==> src/rtl/ps2_keyboard_mmio_if.sv <==
// Data-bus port between the CPU address decoder and the PS/2 keyboard peripheral.
// rdata is combinational from the slave.
interface ps2_keyboard_mmio_if;
  logic        req;
  logic        we;
  logic [1:0]  addr;
  logic [31:0] wdata;
  logic [31:0] rdata;

  modport master (output req, we, addr, wdata, input rdata);
  modport slave  (input req, we, addr, wdata, output rdata);
endinterface

==> src/rtl/ps2_keyboard_mmio.sv <==
// PS/2 keyboard receiver: pin synchroniser, 11-bit frame deframer with timeout,
// scancode FIFO and a memory-mapped DATA/STATUS/CTRL register block with interrupt.
module ps2_keyboard_mmio #(
  parameter int FIFO_DEPTH     = 4,
  parameter int TIMEOUT_CYCLES = 100000
) (
  input  logic                 clk_i,
  input  logic                 rst_n_i,
  input  logic                 ps2_clk_i,
  input  logic                 ps2_data_i,
  ps2_keyboard_mmio_if.slave   bus,
  output logic                 int_req_o,
  input  logic                 int_fin_i,
  output logic [7:0]           last_key_o
);
  localparam int AW = $clog2(FIFO_DEPTH);
  localparam int CW = AW + 1;
  localparam int TW = $clog2(TIMEOUT_CYCLES);

  typedef enum logic [1:0] {ST_IDLE, ST_DATA, ST_PARITY, ST_STOP} state_t;

  logic          clk_s1_q, clk_s2_q, clk_h_q, dat_s1_q, dat_s2_q;
  state_t        state_q, state_d;
  logic [2:0]    bit_cnt_q, bit_cnt_d;
  logic [7:0]    shift_q, shift_d;
  logic          par_q, par_d;
  logic [TW-1:0] to_cnt_q, to_cnt_d;
  logic [7:0]    mem_q [FIFO_DEPTH];
  logic [7:0]    mem_d [FIFO_DEPTH];
  logic [AW-1:0] wr_ptr_q, wr_ptr_d, rd_ptr_q, rd_ptr_d;
  logic [CW-1:0] count_q, count_d;
  logic          perr_q, perr_d, ovf_q, ovf_d, ie_q, ie_d, pend_q, pend_d;
  logic [7:0]    last_q, last_d;

  logic fall, push_try, frame_err, rd, wr, empty, full, pop, push_ok;
  logic [31:0] rdata_c;
  logic unused_wdata;

  assign fall  = clk_h_q & ~clk_s2_q;
  assign rd    = bus.req & ~bus.we;
  assign wr    = bus.req & bus.we;
  assign empty = (count_q == '0);
  assign full  = (count_q == CW'(FIFO_DEPTH));
  assign pop   = rd & (bus.addr == 2'd0) & ~empty;
  // A push into a full FIFO still succeeds when a pop frees a slot in the same cycle.
  assign push_ok = push_try & (~full | pop);
  assign unused_wdata = ^bus.wdata[31:3];

  always_comb begin
    state_d   = state_q;
    bit_cnt_d = bit_cnt_q;
    shift_d   = shift_q;
    par_d     = par_q;
    to_cnt_d  = '0;
    push_try  = 1'b0;
    frame_err = 1'b0;
    if (fall) begin
      case (state_q)
        ST_IDLE: if (!dat_s2_q) begin
          state_d   = ST_DATA;
          bit_cnt_d = '0;
        end
        ST_DATA: begin
          shift_d   = {dat_s2_q, shift_q[7:1]};
          bit_cnt_d = bit_cnt_q + 3'd1;
          if (bit_cnt_q == 3'd7) state_d = ST_PARITY;
        end
        ST_PARITY: begin
          par_d   = dat_s2_q;
          state_d = ST_STOP;
        end
        default: begin
          if (dat_s2_q && (^{shift_q, par_q})) push_try = 1'b1;
          else frame_err = 1'b1;
          state_d = ST_IDLE;
        end
      endcase
    end else if (state_q != ST_IDLE) begin
      // Abandon a partial frame silently once the PS/2 clock has been quiet too long.
      if (to_cnt_q == TW'(TIMEOUT_CYCLES - 1)) state_d = ST_IDLE;
      else to_cnt_d = to_cnt_q + TW'(1);
    end
  end

  always_comb begin
    mem_d    = mem_q;
    wr_ptr_d = wr_ptr_q;
    rd_ptr_d = rd_ptr_q;
    last_d   = last_q;
    perr_d   = perr_q;
    ovf_d    = ovf_q;
    ie_d     = ie_q;
    pend_d   = pend_q;
    if (push_ok) begin
      mem_d[wr_ptr_q] = shift_q;
      wr_ptr_d        = wr_ptr_q + AW'(1);
      last_d          = shift_q;
    end
    if (pop) rd_ptr_d = rd_ptr_q + AW'(1);
    count_d = count_q + CW'(push_ok) - CW'(pop);
    if (wr && bus.addr == 2'd1) begin
      if (bus.wdata[1]) perr_d = 1'b0;
      if (bus.wdata[2]) ovf_d  = 1'b0;
    end
    if (wr && bus.addr == 2'd2) ie_d = bus.wdata[0];
    if (frame_err) perr_d = 1'b1;
    if (push_try && full && !pop) ovf_d = 1'b1;
    if (int_fin_i || (wr && bus.addr == 2'd2 && !bus.wdata[0])) pend_d = 1'b0;
    if (push_ok && ie_q) pend_d = 1'b1;
  end

  always_comb begin
    rdata_c = '0;
    if (rd) begin
      case (bus.addr)
        2'd0:    if (!empty) rdata_c = {24'b0, mem_q[rd_ptr_q]};
        2'd1:    rdata_c = {16'b0, 8'(count_q), 5'b0, ovf_q, perr_q, ~empty};
        2'd2:    rdata_c = {31'b0, ie_q};
        default: rdata_c = '0;
      endcase
    end
  end

  assign bus.rdata  = rdata_c;
  assign int_req_o  = pend_q;
  assign last_key_o = last_q;

  always_ff @(posedge clk_i or negedge rst_n_i) begin
    if (!rst_n_i) begin
      clk_s1_q  <= 1'b0;
      clk_s2_q  <= 1'b0;
      clk_h_q   <= 1'b0;
      dat_s1_q  <= 1'b0;
      dat_s2_q  <= 1'b0;
      state_q   <= ST_IDLE;
      bit_cnt_q <= '0;
      shift_q   <= '0;
      par_q     <= 1'b0;
      to_cnt_q  <= '0;
      mem_q     <= '{default: '0};
      wr_ptr_q  <= '0;
      rd_ptr_q  <= '0;
      count_q   <= '0;
      perr_q    <= 1'b0;
      ovf_q     <= 1'b0;
      ie_q      <= 1'b0;
      pend_q    <= 1'b0;
      last_q    <= '0;
    end else begin
      clk_s1_q  <= ps2_clk_i;
      clk_s2_q  <= clk_s1_q;
      clk_h_q   <= clk_s2_q;
      dat_s1_q  <= ps2_data_i;
      dat_s2_q  <= dat_s1_q;
      state_q   <= state_d;
      bit_cnt_q <= bit_cnt_d;
      shift_q   <= shift_d;
      par_q     <= par_d;
      to_cnt_q  <= to_cnt_d;
      mem_q     <= mem_d;
      wr_ptr_q  <= wr_ptr_d;
      rd_ptr_q  <= rd_ptr_d;
      count_q   <= count_d;
      perr_q    <= perr_d;
      ovf_q     <= ovf_d;
      ie_q      <= ie_d;
      pend_q    <= pend_d;
      last_q    <= last_d;
    end
  end
endmodule
==> src/flat_wrapper.sv <==
// flat-port wrapper written by rule: the top's interface ports become plain ports
module ps2_keyboard_mmio_flat 
#(
  parameter int FIFO_DEPTH     = 4,
  parameter int TIMEOUT_CYCLES = 100000
)
  (clk_i, rst_n_i, ps2_clk_i, ps2_data_i, int_req_o, int_fin_i, last_key_o, bus_req, bus_we, bus_addr, bus_wdata, bus_rdata);
  ps2_keyboard_mmio_if bus_i ();
  input  logic clk_i;
  input  logic rst_n_i;
  input  logic ps2_clk_i;
  input  logic ps2_data_i;
  output logic int_req_o;
  input  logic int_fin_i;
  output logic [7:0] last_key_o;
  input wire logic [$bits(bus_i.req)-1:0] bus_req;
  input wire logic [$bits(bus_i.we)-1:0] bus_we;
  input wire logic [$bits(bus_i.addr)-1:0] bus_addr;
  input wire logic [$bits(bus_i.wdata)-1:0] bus_wdata;
  output wire logic [$bits(bus_i.rdata)-1:0] bus_rdata;
  assign bus_i.req = bus_req;
  assign bus_i.we = bus_we;
  assign bus_i.addr = bus_addr;
  assign bus_i.wdata = bus_wdata;
  assign bus_rdata = bus_i.rdata;
  ps2_keyboard_mmio #(.FIFO_DEPTH(FIFO_DEPTH), .TIMEOUT_CYCLES(TIMEOUT_CYCLES)) u_core (.clk_i(clk_i), .rst_n_i(rst_n_i), .ps2_clk_i(ps2_clk_i), .ps2_data_i(ps2_data_i), .bus(bus_i), .int_req_o(int_req_o), .int_fin_i(int_fin_i), .last_key_o(last_key_o));
endmodule
==> config.mk <==
export PLATFORM = sky130hd
export DESIGN_NAME = ps2_keyboard_mmio_flat
export DESIGN_NICKNAME = d
export VERILOG_FILES = /design/src/rtl/ps2_keyboard_mmio_if.sv /design/src/rtl/ps2_keyboard_mmio.sv /design/src/flat_wrapper.sv
export SDC_FILE = /design/constraint.sdc
export NUM_CORES = 1
export LEC_CHECK = 0
export ABC_AREA = 1
export CAP_MARGIN = 10
export CORE_MARGIN = 2
export CORE_UTILIZATION = 48
export DETAILED_ROUTE_END_ITERATION = 16
export GPL_TIMING_DRIVEN = 0
export PLACE_DENSITY = 0.86
export SLEW_MARGIN = 20
export SYNTH_ARGS = -nofsm -noshare
export SYNTH_HDL_FRONTEND = slang
export SYNTH_SLANG_ARGS = --single-unit
==> constraint.sdc <==
create_clock -name clk_i -period 2.4 [get_ports clk_i]
set_clock_uncertainty 0.15 [all_clocks]
set_input_delay 0.36 -clock clk_i [delete_from_list [all_inputs] [get_ports clk_i]]
set_output_delay 0.36 -clock clk_i [all_outputs]
set_load 0.03 [all_outputs]
==> summary.txt, run 1 <==
Logic synthesis
  • Post-synth top flop: dfrtp_1
  • Synth area leaders: dfrtp_1 (46%), nand2_1 (11%), nor2_1 (5.1%)
  • Cell variety after synth: 43
  • EDFF count, synth: 0
  • Synthesized area: roughly 0.0047 sq mm
  • Ys Warns: 0
  • Post-synthesis async set-or-reset flop share: 1.00
  • Synth top cells by count: nand2_1 (139), dfrtp_1 (87), nor2_1 (64)
  • Yosys top cell area share: 0.460
  • Count leader, synth: nand2_1
  • Syn Inst Count: between 500 and 600
  • Post-synth top area cell: dfrtp_1
  • Syn Area/Cell: 8.47 sq um
  • Register bit total from synthesis: 87
  • Sequential fraction of the synthesis area: 0.460

Final layout
  • Fraction of layout cells with a size suffix above 1: 0.207
  • FILL cells: 801
  • Ant diodes: 0
  • Final nets: approximately 700
  • Final Non-Filler Cells: slightly below 800
  • Layout area overhead: 21.1%
  • Area of the multi-input gates: about 0.0021 sq mm
  • FF+latch area: approximately 0.0022 sq mm

Worst setup path
  • CP top delay family: simple AND/OR/NAND/NOR gates
  • Worst-path fanout max: 8
  • Crit-path cells: buf_4 -> xnor2_1 -> nand2_1 -> nand2_2 -> inv_1 -> nand2_2 -> nand3_4 -> nor2_4 -> nand2_4 -> inv_4 -> ha_4 -> inv_2 -> fa_2 -> xnor2_2 -> xor2_1
  • Crit path max-delay cell type: dfrtp_1
  • CP max stage delay: between 0.3 and 0.4 ns
  • Startpoint class of the critical path: register
  • CP arrival: between 2 and 3 ns
  • Most used cell, CP: nand2_2
  • Crit. End Element: register
  • WS Path Type: register to register
  • Worst path bufs/invs: 4
  • WP data required: 2.52 ns

Floorplanning
  • Initial Util: 0.489
  • Die H: between 100 and 150 microns
  • # rows: 36
  • Placeable Area: 0.00968 sq mm
  • Die W: between 100 and 150 microns
  • Io pins: just over 80
  • Die area: around 0.011 sq mm

Flow run
  • # Max-Cap Violations: 0

STA
  • Max_slew headroom: 0.618
  • Fmax: between 0.4 and 0.5 GHz
  • Fin crit share: 1.01
  • Final Hold Fails: 0
  • Max Slew Vio Count: 0
  • Worst Tran Pin Value: about 0.57 ns
  • Finish-stage setup viols: 1
  • Period minus WS final: between 2 and 2.5 ns
  • Worst setup margin: -0.0155 ns
  • RSZ-0062 raised after global routing: true

GRT
  • Largest net degree at the start of global routing: 45
  • Vias in the first global route: between 3,000 and 4,000
  • All-Layer GR Usage: 0.215
  • Initial antenna violation count: 0
  • First-pass GRT wire length: roughly 18,000 microns
  • Total gr overflow: 0

Power
  • Power Total: roughly 4.3 mW
  • PD cells: ~760 mW/mm^2
  • VDD IR max: between 700 and 800 uV
  • Leak Pwr: ~2.8 nW

Hold path
  • Worst Hold Class: register to register

Detailed routing
  • First DRT Iteration DRCs: approximately 250
  • Routed vias/inst: 5.16
  • DR WL/cell: between 10 and 15 microns
  • Vias: ~4,000
  • DR pass1 iterations: 5
  • DR DRC count: 0
  • Wirelength, routed: between 10,000 and 15,000 microns
  • Detail Route Antenna Nets: 0

Placement
  • Gpl congestion: ~0.94
  • DP Wirelength: between 7000 and 8000 microns
  • PortBufs: 31
  • Cells after DPL: about 740

CTS
  • Root buffer cell: clkbuf_8
  • TritonCTS clock tree: built
  • Clock Pin Slew Worst Setup and Hold Paths: ~0.09 ns
  • Clock buffer depth: 2
  • H-tree lvl count: 3
  • Num CTS Buffers: 9
  • Clock sinks: slightly below 90
  • Worst-skew pair later-pin latency: ~0.36 ns

Run status
  • Status: finished, violations left
  • Failing checks: negative setup slack
sequential cells by signal, indices dropped and copies added, names as in the netlist, 2 cells and up:
register / cells
u_core.mem_q: 32
u_core.to_cnt_q: 17
u_core.last_key_o: 8
u_core.shift_q: 8
u_core.bit_cnt_q: 3
u_core.count_q: 3
u_core.rd_ptr_q: 2
u_core.state_q: 2
u_core.wr_ptr_q: 2
final cells by class:
class / count / area share
Multi-Input combinational cell: 396 / 0.373
Clock inverter: 4 / 0.00894
Clock buffer: 12 / 0.0288
Timing Repair Buffer: 56 / 0.0838
Tap cell: 133 / 0.0290
Inverter: 48 / 0.0340
Sequential cell: 87 / 0.381
Buffer: 43 / 0.0619
where the power goes:
group	internal, mW	switching, mW
logic	0.604	0.929
registers	1.59	0.126
clock network	0.569	0.521
repair_timing:
action	in CTS	in global routing
setup endpoints to repair	13	13
pin swaps	15	13
endpoints found under the hold margin	43	0
gates resized for setup	44	26
buffers inserted	12	11
hold buffers	1	0
per-stage QoR:
step                setup TNS, ns   util  hold slack (ns)  worst slack, ns  cell area [sq um]
finish                    -0.0155  0.592            0.205          -0.0155               5740
global route               -0.134  0.592            0.223           -0.134               5740
CTS                        -0.514  0.587            0.205           -0.113               5690
detailed placement          -4.18  0.549            0.186           -0.528               5320
global placement          -193.21  0.547            0.182            -2.18               5300
floorplan                 -0.0274      -          -0.0856          -0.0274               4820
cell families (layout without fill, tap and decap cells):
| group | after synthesis | after routing | share of synthesized area |
|---|---|---|---|
| adder cells (fa/ha/maj) | 14 | 14 | 0.0386 |
| XOR/XNOR | 10 | 10 | 0.0201 |
| other | 1 | 21 | 0.000792 |
| buffers and inverters | 96 | 163 | 0.119 |
| flip-flops | 87 | 87 | 0.460 |
| AO/OA/AOI/OAI | 62 | 62 | 0.0692 |
| AND/OR/NAND/NOR | 289 | 289 | 0.293 |
path summary, 6_finish.rpt:
path                                    from                 to  slack [ns]  depth (start not counted)
min in group asynchronous            rst_n_i    u_core.mem_q[6]        0.39                          2
max reg2reg                u_core.shift_q[7]  u_core.count_q[2]       -0.02                         15
min reg2reg                  u_core.dat_s1_q    u_core.dat_s2_q        0.21                          0
min                          u_core.dat_s1_q    u_core.dat_s2_q        0.21                          0
max in group asynchronous            rst_n_i  u_core.count_q[2]        1.08                          3
max                        u_core.shift_q[7]  u_core.count_q[2]       -0.02                         15
placed cells by master, fill, tap and decap left out, types with 3 or more instances in the layout:
master           count
xor2_1               7
buf_8                3
inv_2                3
nand3_4              5
dfrtp_1             82
buf_4               49
nor3b_1              4
o21ai_0             44
buf_6                5
nor2_2               3
inv_4                6
dfrtp_2              5
nand2_1            134
nand3_1             12
nand3_2              3
nand4_1             37
inv_1               39
clkbuf_8            12
nor3_1              11
nand2_2              5
o22ai_1              4
ha_1                12
nor2_1              62
buf_2               11
clkdlybuf4s50_1     19
a21oi_1              8
conb_1              21
layer usage:
layer  vias up  GRT usage  wire (microns)
met2       147      0.381            5510
met3        23     0.0309             575
met5         -          0               0
met1      1908      0.268            4320
met4         0     0.0779             248
li1       1941          -               -
(Power assumes the default switching activity.)
==> inputs of run 2 (changes only) <==
--- a/config.mk
+++ b/config.mk
@@ -12,6 +12,7 @@
 export DETAILED_ROUTE_END_ITERATION = 16
 export GPL_TIMING_DRIVEN = 0
 export PLACE_DENSITY = 0.86
+export SKIP_LAST_GASP = 1
 export SLEW_MARGIN = 20
 export SYNTH_ARGS = -nofsm -noshare
 export SYNTH_HDL_FRONTEND = slang
==> run 2 against run 1 <==
Effect of this change:
- the run still ends with negative setup slack left
- setup slack better by 0.0037 ns
- sequential share of layout area is 0.10 points higher
- non-clock buffer count is 2 lower
==> summary.txt, run 2 (synthesis gave the netlist of run 1 again) <==
STA
  • Max_slew headroom: 0.617
  • Fmax: a little over 0.4 GHz
  • Fin crit share: 1.00
  • Finish-stage setup viols: 1
  • Max Slew Vio Count: 0
  • Final Hold Fails: 0
  • Period minus WS final: between 2 and 2.5 ns
  • Worst Tran Pin Value: 0.575 ns
  • Hold_ws: around 0.20 ns
  • RSZ-0062 raised after global routing: true
  • Setup TNS Final: -0.0118 ns
  • Worst setup margin: -0.0118 ns

Final layout
  • FILL cells: around 800
  • Ant diodes: 0
  • Most frequent cells in the layout: nand2_1 (134), dfrtp_1 (82), nor2_1 (62)
  • Max reg flops: 32
  • Commonest non-fill, non-tap cell in the layout: nand2_1
  • Largest reg by FF count: u_core.mem_q
  • Layout area overhead: 20.8%
  • Fraction of layout cells with a size suffix above 1: 0.205
  • Biggest regs: u_core.mem_q (32), u_core.to_cnt_q (17)
  • Final nets: around 690
  • Final Non-Filler Cells: approximately 780

Worst setup path
  • CP arrival: approximately 2.5 ns
  • Most used cell, CP: nand2_2
  • CP top delay family: simple AND/OR/NAND/NOR gates
  • CP max stage delay: 0.37 ns
  • WS Path Type: register to register
  • Crit path max-delay cell type: dfrtp_1
  • WP data required: between 2 and 3 ns
  • Crit-path cells: buf_4 -> xnor2_1 -> nand2_1 -> nand2_2 -> inv_1 -> nand2_2 -> nand3_4 -> nor2_4 -> nand2_4 -> inv_4 -> ha_4 -> inv_2 -> fa_2 -> xnor2_2 -> xor2_1
  • Startpoint class of the critical path: register
  • Worst path bufs/invs: 4
  • Crit. End Element: register
  • Worst-path fanout max: 8

Flow run
  • # Max-Cap Violations: 0

Power
  • Int Power: ~2.7 mW
  • Sw frac: 0.364
  • Clock network power share: 0.253
  • Leak Pwr: between 2 and 3 nW
  • PD cells: 753 mW/mm^2
  • Flop pwr share: 0.399
  • Switching power of the nets: between 1.5 and 2 mW
  • VDD IR max: between 700 and 800 uV
  • Logic pwr share: 0.348

Floorplanning
  • Die H: around 100 microns
  • Die area: about 0.011 sq mm
  • # rows: 36
  • Initial Util: 0.489
  • Placeable Area: roughly 0.0097 sq mm
  • Io pins: 82
  • Die W: 103 microns

GRT
  • Initial antenna violation count: 0
  • Global routing usage on met3: 0.0309
  • Vias in the first global route: ~4,000
  • All-Layer GR Usage: 0.215
  • Largest net degree at the start of global routing: 45
  • Met2 GRT Util: 0.381
  • Busiest grt layer: met2
  • Met1 GRT Util: 0.268
  • First-pass GRT wire length: 17,900 microns
  • Total gr overflow: 0

Detailed routing
  • Wirelength, routed: 10,600 microns
  • DR DRC count: 0
  • Vias: ~4,000
  • Detail Route Antenna Nets: 0
  • DR WL/cell: between 10 and 15 microns
  • First DRT Iteration DRCs: 245
  • Routed vias/inst: approximately 5
  • DR pass1 iterations: 5

CTS
  • Worst-skew pair later-pin latency: roughly 0.36 ns
  • Clock Pin Slew Worst Setup and Hold Paths: 0.09 ns
  • H-tree lvl count: 3
  • Clock buffer depth: 2
  • Num CTS Buffers: 9
  • Root buffer cell: clkbuf_8
  • Clock sinks: 87
  • TritonCTS clock tree: built

Placement
  • DP Wirelength: roughly 7400 microns
  • Gpl congestion: around 0.94
  • PortBufs: 31
  • Cells after DPL: roughly 740

Run status
  • Status: finished, violations left
  • Failing checks: negative setup slack

Hold path
  • Worst Hold Class: register to register
==> run 2: cell types whose count changed in the layout (fill, tap and decap cells not counted), sizes merged <==
cell / delta
buf: -3
clkbuf: +1
==> run 2: timing repair <==
item,in CTS,in global routing
hold buffers,1,0
gates resized for setup,42,26
gates cloned,0,0
hold endpoints to repair,43,0
pin swaps,15,13
setup endpoints to repair,13,13
buffers inserted,12,9
==> run 2: worst paths after layout <==
path / startpoint / endpoint / slack (ns) / cells past startpoint
worst min register to register: u_core.dat_s1_q / u_core.dat_s2_q / 0.20 / 0
max in group asynchronous: rst_n_i / u_core.count_q[2] / 1.09 / 3
worst min-delay path: u_core.dat_s1_q / u_core.dat_s2_q / 0.20 / 0
worst max register to register: u_core.shift_q[7] / u_core.count_q[2] / -0.01 / 15
worst max-delay path: u_core.shift_q[7] / u_core.count_q[2] / -0.01 / 15
min in group asynchronous: rst_n_i / u_core.mem_q[6] / 0.38 / 2
==> run 2: through the flow <==
stage	area, sq um	setup WS (ns)	util	total power, mW
final	5720	-0.0118	0.591	4.31
after global routing	5720	-0.134	0.591	4.54
after CTS	5690	-0.139	0.587	4.23
after detailed placement	5320	-0.528	0.549	3.03
after global placement	5300	-2.18	0.547	2.97
after floorplan	4820	-0.0274	-	2.69
==> run 2: power by group through the flow <==
stage	Sequential (mW)	Clock [mW]	Combinational, mW
3_5_place_dp	1.69	0	1.34
4_1_cts	1.71	1.10	1.42
2_1_floorplan	1.67	0	1.02
5_1_grt	1.73	1.16	1.66
6_report	1.72	1.09	1.50
3_3_place_gp	1.68	0	1.28
==> run 2: cell type report <==
cell class	instances	area, sq um	area share
multi-input cells	396	2140	0.374
well taps	133	166	0.0291
inverters	48	195	0.0341
clock buffers	12	165	0.0289
repair buffers	54	465	0.0813
flip-flops and latches	87	2180	0.382
clock inverters	4	51.3	0.00897
plain buffers	43	355	0.0621
==> run 2: layer usage <==
metal / part of all wire / wire (microns)
met4: 0.024 / 260
met2: 0.52 / 5490
met5: 0 / 0
met1: 0.41 / 4340
met3: 0.051 / 537
==> inputs of run 3 (changes only) <==
--- a/config.mk
+++ b/config.mk
@@ -11,7 +11,7 @@
 export CORE_UTILIZATION = 48
 export DETAILED_ROUTE_END_ITERATION = 16
 export GPL_TIMING_DRIVEN = 0
-export PLACE_DENSITY = 0.86
+export PLACE_DENSITY_LB_ADDON = 0.2
 export SKIP_LAST_GASP = 1
 export SLEW_MARGIN = 20
 export SYNTH_ARGS = -nofsm -noshare
==> run 3 against run 2 <==
Effect of this change:
- the run still ends with negative setup slack left
- clock power shrank 11%
- sequential power about the same
- critical path depth down 4
- routed wire length is 0.57% lower
- non-clock buffer count is 4 higher
- first-iteration DRC count shrank 33%
- count of clock-buffer cells in the layout grew 1
- flip-flop and latch count stayed put
- utilization grew 0.090 points
- combinational power is essentially flat
- worst hold slack got worse by 0.00087 ns
==> summary.txt, run 3 (synthesis gave the netlist of run 1 again) <==
Worst setup path
  • WS Path Type: register to register
  • Startpoint class of the critical path: register
  • WP data required: 2.49 ns
  • Worst-path fanout max: 8
  • CP arrival: 2.53 ns
  • Worst path bufs/invs: 3
  • CP top delay family: adder cells
  • Crit-path cells: nor3_4 -> nor3_4 -> nand2_4 -> inv_1 -> ha_1 -> inv_1 -> ha_4 -> inv_2 -> fa_2 -> xnor2_2 -> xor2_1
  • Crit path max-delay cell type: dfrtp_2
  • Crit. End Element: register
  • CP max stage delay: 0.44 ns

Detailed routing
  • DR WL/cell: approximately 14 microns
  • Routed vias/inst: 4.92
  • First DRT Iteration DRCs: roughly 160
  • Wirelength, routed: 10,600 microns
  • DR DRC count: 0
  • Detail Route Antenna Nets: 0
  • DR pass1 iterations: 5
  • Vias: between 3,000 and 4,000

STA
  • Max Slew Vio Count: 0
  • Hold_ws: 0.204 ns
  • Fmax: 0.409 GHz
  • Worst Tran Pin Value: 0.596 ns
  • Max_slew headroom: 0.603
  • RSZ-0062 raised after global routing: true
  • Period minus WS final: approximately 2.4 ns
  • Finish-stage setup viols: 1
  • Worst setup margin: -0.0479 ns
  • Fin crit share: 1.02
  • Final Hold Fails: 0

GRT
  • Total gr overflow: 0
  • Vias in the first global route: ~3,800
  • First-pass GRT wire length: roughly 18,000 microns
  • Initial antenna violation count: 0
  • All-Layer GR Usage: 0.214
  • Largest net degree at the start of global routing: 46

Placement
  • PortBufs: 31
  • Placed inst area: between 0.005 and 0.006 sq mm
  • DP Wirelength: between 7000 and 8000 microns
  • Gpl congestion: a little under 0.9

Floorplanning
  • Placeable Area: 0.00968 sq mm
  • Die H: just over 100 microns
  • # rows: 36
  • Io pins: between 80 and 90
  • Initial Util: 0.489
  • Die W: 103 microns
  • Die area: between 0.01 and 0.015 sq mm

CTS
  • Clock Pin Slew Worst Setup and Hold Paths: roughly 0.080 ns
  • Clock sinks: slightly below 90
  • TritonCTS clock tree: built
  • Clock buffer depth: 2
  • H-tree lvl count: 3
  • Worst-skew pair later-pin latency: about 0.35 ns
  • Num CTS Buffers: 9
  • Root buffer cell: clkbuf_8

Final layout
  • Final Core Density: 0.592
  • Commonest non-fill, non-tap cell in the layout: nand2_1
  • Final nets: about 700
  • Post-Layout Inst Area: 0.00573 sq mm
  • Largest reg by FF count: u_core.mem_q
  • Most frequent cells in the layout: nand2_1 (128), dfrtp_1 (81), nor2_1 (62)
  • Area of the multi-input gates: approximately 0.0022 sq mm
  • Max reg flops: 32
  • Ant diodes: 0
  • Biggest regs: u_core.mem_q (32), u_core.to_cnt_q (17)
  • FILL cells: between 800 and 900
  • Fraction of layout cells with a size suffix above 1: 0.223
  • Layout area overhead: 21.0%
  • FF+latch area: 0.00218 sq mm

Flow run
  • # Max-Cap Violations: 0

Power
  • PD cells: roughly 740 mW/mm^2
  • Leak Pwr: around 2.8 nW
  • VDD IR max: a little over 400 uV

Run status
  • Failing checks: negative setup slack
  • Status: finished, violations left

Hold path
  • Worst Hold Class: register to register
## run 3: per-stage QoR
stage / std cells / power, mW / setup TNS, ns / worst slack, ns
6_report: 780 / 4.22 / -0.0479 / -0.0479
5_1_grt: 780 / 4.49 / -0.914 / -0.178
4_1_cts: 772 / 4.10 / -0.120 / -0.0984
3_5_place_dp: 744 / 3.02 / -4.35 / -0.506
3_3_place_gp: 743 / 2.98 / -213.49 / -2.41
2_1_floorplan: 579 / 2.69 / -0.0274 / -0.0274
## run 3: per-layer routing
layer	wire length [microns]	GRT usage	vias up
met3	483	0.0403	9
li1	-	-	1946
met5	0	0	-
met2	5180	0.350	82
met4	131	0.0729	0
met1	4770	0.288	1797
## run 3: what timing repair did
| action | CTS | global route |
|---|---|---|
| resized for setup | 49 | 34 |
| buffers inserted | 14 | 16 |
| hold buffers | 1 | 0 |
| cloned | 0 | 0 |
| pin swaps | 8 | 20 |
| hold endpoints to repair | 44 | 0 |
| endpoints found under the setup margin | 13 | 45 |
## run 3: area by class of cell
cell class	count	area share
Clock inverter	2	0.00262
Sequential cell	87	0.381
Clock buffer	13	0.0295
Tap cell	133	0.0290
Inverter	48	0.0336
Timing Repair Buffer	60	0.0900
Buffer	41	0.0576
Multi-Input combinational cell	396	0.376
## run 3: final timing paths
path	from	to	slack (ns)	cells past startpoint
max reg2reg	u_core.count_q[2]	u_core.count_q[2]	-0.05	11
min reg2reg	u_core.clk_s1_q	u_core.clk_s2_q	0.20	0
min	u_core.clk_s1_q	u_core.clk_s2_q	0.20	0
max in group asynchronous	rst_n_i	u_core.shift_q[3]	1.04	3
min in group asynchronous	rst_n_i	u_core.rd_ptr_q[0]	0.41	2
max	u_core.count_q[2]	u_core.count_q[2]	-0.05	11
## run 3: power by group
group          switching (mW)  internal (mW)
Clock                   0.513          0.457
Sequential              0.134           1.59
Combinational           0.914          0.616
Total                    1.56           2.66
